--- src/rtl/rect_fill_pkg.sv ---
// Shared types and default geometry for the rectangle fill engine and its
// colour pattern generator.
package rect_fill_pkg;

    typedef enum logic [1:0] {
        IDLE,
        FILL,
        DONE
    } fill_state_e;

    typedef enum logic [1:0] {
        SOLID      = 2'd0,
        COL_STRIPE = 2'd1,
        ROW_STRIPE = 2'd2,
        CHECKER    = 2'd3
    } fill_mode_e;

    localparam int unsigned DEF_SCREEN_W   = 160;
    localparam int unsigned DEF_SCREEN_H   = 120;
    localparam int unsigned DEF_X_W        = 8;
    localparam int unsigned DEF_Y_W        = 7;
    localparam int unsigned DEF_COLOUR_W   = 3;
    localparam int unsigned DEF_CHECK_LOG2 = 2;

endpackage

--- src/rtl/rect_fill_colour.sv ---
// Combinational pattern generator: maps absolute pixel coordinates, the fill
// mode and the base colour to the colour written for that pixel.
module rect_fill_colour
    import rect_fill_pkg::*;
#(
    parameter int unsigned X_W        = DEF_X_W,
    parameter int unsigned Y_W        = DEF_Y_W,
    parameter int unsigned COLOUR_W   = DEF_COLOUR_W,
    parameter int unsigned CHECK_LOG2 = DEF_CHECK_LOG2
) (
    input  fill_mode_e          mode_i,
    input  logic [X_W:0]        ax_i,
    input  logic [Y_W:0]        ay_i,
    input  logic [COLOUR_W-1:0] colour_i,
    output logic [COLOUR_W-1:0] pixel_o
);

    // Sums are one bit wider than either operand so the slice above the
    // colour field always exists; only the low COLOUR_W bits matter (mod 2**COLOUR_W).
    localparam int unsigned XS = ((X_W + 1 > COLOUR_W) ? X_W + 1 : COLOUR_W) + 1;
    localparam int unsigned YS = ((Y_W + 1 > COLOUR_W) ? Y_W + 1 : COLOUR_W) + 1;

    logic [XS-1:0] xsum;
    logic [YS-1:0] ysum;
    logic          cell_odd;
    logic          unused_sum;

    always_comb begin
        xsum       = XS'(ax_i) + XS'(colour_i);
        ysum       = YS'(ay_i) + YS'(colour_i);
        cell_odd   = ax_i[CHECK_LOG2] ^ ay_i[CHECK_LOG2];
        unused_sum = ^{xsum[XS-1:COLOUR_W], ysum[YS-1:COLOUR_W]};
    end

    always_comb begin
        pixel_o = colour_i;
        case (mode_i)
            SOLID:      pixel_o = colour_i;
            COL_STRIPE: pixel_o = xsum[COLOUR_W-1:0];
            ROW_STRIPE: pixel_o = ysum[COLOUR_W-1:0];
            CHECKER:    pixel_o = cell_odd ? ~colour_i : colour_i;
            default:    pixel_o = colour_i;
        endcase
    end

endmodule

--- src/rtl/rect_fill_engine.sv ---
// Rectangle fill engine: one pixel per clock, column-major scan, start/done
// handshake. Define RECT_FILL_CLIP_EN to suppress plots outside the screen.
module rect_fill_engine
    import rect_fill_pkg::*;
#(
    parameter int unsigned SCREEN_W   = DEF_SCREEN_W,
    parameter int unsigned SCREEN_H   = DEF_SCREEN_H,
    parameter int unsigned X_W        = DEF_X_W,
    parameter int unsigned Y_W        = DEF_Y_W,
    parameter int unsigned COLOUR_W   = DEF_COLOUR_W,
    parameter int unsigned CHECK_LOG2 = DEF_CHECK_LOG2
) (
    input  logic                clk,
    input  logic                rst,
    input  logic                start,
    input  logic [X_W-1:0]      x0,
    input  logic [Y_W-1:0]      y0,
    input  logic [X_W-1:0]      w,
    input  logic [Y_W-1:0]      h,
    input  logic [1:0]          mode,
    input  logic [COLOUR_W-1:0] colour,
    output logic                done,
    output logic [X_W-1:0]      vga_x,
    output logic [Y_W-1:0]      vga_y,
    output logic [COLOUR_W-1:0] vga_colour,
    output logic                vga_plot
);

    fill_state_e         state_q;
    logic [X_W-1:0]      x0_q, w_q, dx_q, dx_d;
    logic [Y_W-1:0]      y0_q, h_q, dy_q, dy_d;
    fill_mode_e          mode_q, mode_sel;
    logic [COLOUR_W-1:0] colour_q, colour_sel, pix_colour;
    logic [X_W:0]        ax_d;
    logic [Y_W:0]        ay_d;
    logic                last_px, pix_on;

    logic                done_q, plot_q;
    logic [X_W-1:0]      vga_x_q;
    logic [Y_W-1:0]      vga_y_q;
    logic [COLOUR_W-1:0] vga_colour_q;

    // The coordinate of the pixel registered at the next edge comes straight
    // from the ports in IDLE so the first pixel appears one cycle after start.
    always_comb begin
        last_px = (dx_q == w_q - X_W'(1)) && (dy_q == h_q - Y_W'(1));
        dx_d    = dx_q;
        dy_d    = dy_q + Y_W'(1);
        if (dy_q == h_q - Y_W'(1)) begin
            dy_d = '0;
            dx_d = dx_q + X_W'(1);
        end
        if (state_q == IDLE) begin
            dx_d       = '0;
            dy_d       = '0;
            ax_d       = {1'b0, x0};
            ay_d       = {1'b0, y0};
            mode_sel   = fill_mode_e'(mode);
            colour_sel = colour;
        end else begin
            ax_d       = {1'b0, x0_q} + {1'b0, dx_d};
            ay_d       = {1'b0, y0_q} + {1'b0, dy_d};
            mode_sel   = mode_q;
            colour_sel = colour_q;
        end
    end

    always_comb begin
`ifdef RECT_FILL_CLIP_EN
        pix_on = (ax_d < (X_W + 1)'(SCREEN_W)) && (ay_d < (Y_W + 1)'(SCREEN_H));
`else
        pix_on = 1'b1;
`endif
    end

    rect_fill_colour #(
        .X_W        (X_W),
        .Y_W        (Y_W),
        .COLOUR_W   (COLOUR_W),
        .CHECK_LOG2 (CHECK_LOG2)
    ) u_colour (
        .mode_i   (mode_sel),
        .ax_i     (ax_d),
        .ay_i     (ay_d),
        .colour_i (colour_sel),
        .pixel_o  (pix_colour)
    );

    always_ff @(posedge clk) begin
        if (rst) begin
            state_q      <= IDLE;
            x0_q         <= '0;
            y0_q         <= '0;
            w_q          <= '0;
            h_q          <= '0;
            dx_q         <= '0;
            dy_q         <= '0;
            mode_q       <= SOLID;
            colour_q     <= '0;
            done_q       <= 1'b0;
            plot_q       <= 1'b0;
            vga_x_q      <= '0;
            vga_y_q      <= '0;
            vga_colour_q <= '0;
        end else begin
            case (state_q)
                IDLE: begin
                    done_q <= 1'b0;
                    plot_q <= 1'b0;
                    if (start) begin
                        x0_q     <= x0;
                        y0_q     <= y0;
                        w_q      <= w;
                        h_q      <= h;
                        mode_q   <= fill_mode_e'(mode);
                        colour_q <= colour;
                        dx_q     <= '0;
                        dy_q     <= '0;
                        if (w == '0 || h == '0) begin
                            state_q <= DONE;
                            done_q  <= 1'b1;
                        end else begin
                            state_q      <= FILL;
                            vga_x_q      <= ax_d[X_W-1:0];
                            vga_y_q      <= ay_d[Y_W-1:0];
                            vga_colour_q <= pix_colour;
                            plot_q       <= pix_on;
                        end
                    end
                end
                FILL: begin
                    if (last_px) begin
                        state_q <= DONE;
                        plot_q  <= 1'b0;
                        done_q  <= 1'b1;
                    end else begin
                        dx_q         <= dx_d;
                        dy_q         <= dy_d;
                        vga_x_q      <= ax_d[X_W-1:0];
                        vga_y_q      <= ay_d[Y_W-1:0];
                        vga_colour_q <= pix_colour;
                        plot_q       <= pix_on;
                    end
                end
                DONE: begin
                    plot_q <= 1'b0;
                    if (!start) begin
                        state_q <= IDLE;
                        done_q  <= 1'b0;
                    end
                end
                default: begin
                    state_q <= IDLE;
                    done_q  <= 1'b0;
                    plot_q  <= 1'b0;
                end
            endcase
        end
    end

    always_comb begin
        done       = done_q;
        vga_plot   = plot_q;
        vga_x      = vga_x_q;
        vga_y      = vga_y_q;
        vga_colour = vga_colour_q;
    end

endmodule

--- config.mk ---
export PLATFORM = sky130hd
export DESIGN_NAME = rect_fill_engine
export DESIGN_NICKNAME = d
export VERILOG_FILES = /design/src/rtl/rect_fill_pkg.sv /design/src/rtl/rect_fill_colour.sv /design/src/rtl/rect_fill_engine.sv
export SDC_FILE = /design/constraint.sdc
export NUM_CORES = 1
export LEC_CHECK = 0
export ABC_AREA = 0
export BUFFER_PORTS_ARGS = -buffer_cell sky130_fd_sc_hd__buf_2
export CORE_MARGIN = 8
export CORE_UTILIZATION = 45
export DETAILED_ROUTE_END_ITERATION = 12
export GPL_TIMING_DRIVEN = 0
export PLACE_DENSITY = 0.62
export SYNTH_ARGS = -nofsm -noshare
export SYNTH_HDL_FRONTEND = slang
export SYNTH_SLANG_ARGS = --single-unit
--- constraint.sdc ---
create_clock -name clk -period 5 [get_ports clk]
set_input_delay 0.5 -clock clk [delete_from_list [all_inputs] [get_ports clk]]
set_output_delay 0.5 -clock clk [all_outputs]
set_load 0.005 [all_outputs]
==> summary.md <==
| Metric | Value |
|---|---|
| Initial antenna violation count | 0 |
| Area delta synth->final | 14.6% |
| Site Rows | 36 |
| Crit Path Max Fanout | 10 |
| Fillers | around 970 |
| Clock skew | 0.0128 ns |
| N_diodes | 0 |
| Die Ht | ~120 µm |
| Crit Path Class | flop to flop |
| Cells after Synth | just under 600 |
| Total power | 1.43 mW |
| Reg2reg start | h_q[0] |
| Sw Pwr | roughly 450 µW |
| Top Ports | 58 |
| Clock slew seen by the registers of the worst setup and hold paths | 0.09 ns |
| Slowest CP cell | or4_4 |
| Commonest non-fill, non-tap cells in the layout | nand2_1 (113), dfxtp_1 (72), a21oi_1 (65), buf_2 (60), nor2_1 (48) |
| Max Clk Rate | ~210 MHz |
| RSZ-0062 raised after global routing | false |
| Initial Util | between 40% and 50% |
| HPWL after DPL | about 10 mm |
| Fin nets | around 710 |
| Core area | roughly 0.0097 mm² |
| Max-slew violations | 0 |
| WP data arrival | ~5.0 ns |
| Vias | approximately 4,200 |
| Seq/Total Area, Yosys | between 30% and 40% |
| Setup Fix Bufs, Post-CTS | 0 |
| CTS tree | yes |
| Reg power frac | around 45% |
| Dpl cell area | approximately 0.0049 mm² |
| Hold buffers post-CTS | 0 |
| Die width | ~120 µm |
| Final instance area | ~0.0051 mm² |
| Min-Delay Startpoint | w[2] |
| YS warnings | 0 |
| Switching share of power | approximately a third |
| Routed Wire Length | between 10 and 15 mm |
| Number of buffers created by CTS | 9 |
| Largest net degree at the start of global routing | 13 |
| GPL Wtd Cong | about 0.85 |
| Leading cell type in the layout, fill and taps excluded | nand2_1 |
| LEAKAGE | between 2 and 2.5 nW |
| DR vias/cell | around 5.4 |
| VDD IR-drop max | ~160 µV |
| H-tree Lvls | 3 |
| Slowest stage delay, CP | between 0.4 and 0.5 ns |
| Congestion Overflow GR | 0 |
| Clock Sinks | about 70 |
| Worst skew pair latency | 0.36 ns |
| Die area | between 0.01 and 0.015 mm² |
| Tot GR Track Use | between 20% and 30% |
| Worst hold path type | input pin to flop |
| TNS Setup | 0 ns |
| Port bufs | 56 |
| CP startpoint | h_q[0] |
| PD cells | ~280 mW/mm² |
| Post-synth EDFFs | 0 |
| Final Hold Viols | 0 |
| Yosys reg bits | just over 70 |
| Slew HR | 47.4% |
| Syn Nets | about 640 |
| Antenna viol nets, final | 0 |
| Logic gate share of total power | a little over a fifth |
| CP cell instances | clkbuf_1, inv_1, ha_1, xnor3_1, and4_4, or4_4, and4_4, buf_6, mux2i_1, inv_1, ha_1, a21oi_1, o211ai_1, or3_1, a21oi_2, xnor2_1, nor3_1, a211o_1, a311oi_1 |
| CP required | roughly 5.3 ns |
| Vias in the first global route | just over 4,000 |
| Clock Power Share | 33.7% |
| Share of layout cells above drive strength 1 | approximately 14% |
| Outcome | finished clean |
| Clock tree buffer depth | 2 |
| Final setup fails | 0 |
| Final period util | around 94% |
| CTS Root Cell | clkbuf_8 |
| Startpoint types | flop |
| Final min period | ~4.7 ns |
| Critical Path End Type | flop |
| Top_reg_cell synth | dfxtp_1 |
| Ys async rst share | 0% |
| Yosys cell types | 58 |
| First-pass GRT wire length | ~21 mm |
| DR pass1 iterations | 5 |
| WL/cell | around 17 µm |
| Residual DRC count | 0 |
| Post-synthesis cell area | around 0.0044 mm² |
| Max_cap viols | 0 |
| Mapped Avg Cell Area | 7.69 µm² |
| Slew @ Worst Pin | approximately 0.8 ns |
| Initial DRC count | roughly 250 |
| P_int | approximately 1000 µW |
## stage by stage
stage / hold slack [ns] / setup slack [ns] / utilization, % / std cells
final: 0.378 / 0.314 / 52.5 / 782
after global routing: 0.379 / 0.0709 / 52.5 / 782
after CTS: 0.368 / 0.186 / 52.5 / 782
after detailed placement: 0.447 / 0.232 / 50.4 / 766
after global placement: 0.442 / 0.342 / 50.4 / 766
after floorplan: 0.436 / 0.845 / - / 577
## state kept, by name (all words and copies together), names as in the netlist, 3 cells and up
register    flops
dy_q            7
w_q             8
vga_colour      3
vga_y           7
dx_q            8
vga_x           8
y0_q            7
colour_q        3
h_q             7
x0_q            8
## routing by layer
layer  share of wire, %  global-route usage, %
met1                 45                   24.2
met2                 49                   35.6
met3                4.1                   3.10
met4                2.0                   7.62
met5                  0                      0
## cells by family after synthesis
group / Yosys count / synth area share (%)
and+or+nand+nor: 232 / 24.0
muxes: 11 / 2.54
DFF: 72 / 32.5
adders and majority gates: 24 / 7.28
xor gates and xnor gates: 43 / 8.80
AOI/OAI and AO/OA: 140 / 19.7
buffers and inverters: 55 / 5.27
## cell usage after synthesis (3+ instances only)
master,n,share of area [%]
a311oi_1,7,1.4
nand3b_1,4,0.68
inv_1,19,1.6
a31oi_1,4,0.56
nand2b_1,7,0.99
xnor2_1,30,5.9
o21a_1,3,0.51
nor3_1,11,1.2
nor4_1,4,0.56
fa_1,3,1.4
xor2_1,12,2.4
clkbuf_1,24,2.0
nor2b_1,5,0.71
nor2_1,48,4.1
o211ai_1,3,0.51
ha_1,21,5.9
or4_1,4,0.68
and2_1,4,0.56
a21oi_1,66,7.4
buf_1,4,0.34
a211oi_1,15,2.5
nand3_1,10,1.1
mux2i_1,9,2.0
o21ai_0,19,2.1
a211o_1,3,0.59
buf_2,4,0.45
nand2_1,113,9.6
and3_1,5,0.71
dfxtp_1,72,32
or3_1,7,0.99
## area by class of cell
cell class,count,area [µm²],share of cell area [%]
buffer,36,163,3.20
clock buffer,12,145,2.85
clock inverter,4,52.6,1.03
inverter,19,71.3,1.40
multi-input combinational,450,2770,54.4
sequential,72,1440,28.3
tap,133,166,3.27
timing repair buffer,56,280,5.51
## power by group through the flow
stage,Sequential (mW),Clock (mW),Combinational [mW]
3_5_place_dp,0.651,0,0.312
5_1_grt,0.643,0.516,0.349
6_report,0.637,0.482,0.313
3_3_place_gp,0.649,0,0.304
4_1_cts,0.637,0.491,0.314
2_1_floorplan,0.647,0,0.208
## path summary, 6_finish.rpt
| path | endpoint | slack [ns] | cells after the start |
|---|---|---|---|
| worst min register to register | colour_q[2] | 0.46 | 2 |
| worst max-delay path | vga_x[7] | 0.31 | 19 |
| worst min-delay path | w_q[2] | 0.38 | 3 |
| worst max register to register | vga_x[7] | 0.31 | 19 |
## worst max-delay path: cells and delay by family, from the launching register on
kind,cells,cell delay [ns]
compound gates,5,1.14
xor+xnor,2,0.39
fa+ha+maj,2,0.58
buf+inv,4,0.60
flops,1,0.31
mux,1,0.26
simple gates,5,1.31
## repair_timing
item                                    4_1_cts  5_1_grt
endpoints found under the hold margin         0        0
endpoints found under the setup margin        0        1
gates resized for setup                       0        1
No activity file was read; power rests on OpenSTA's default activity.
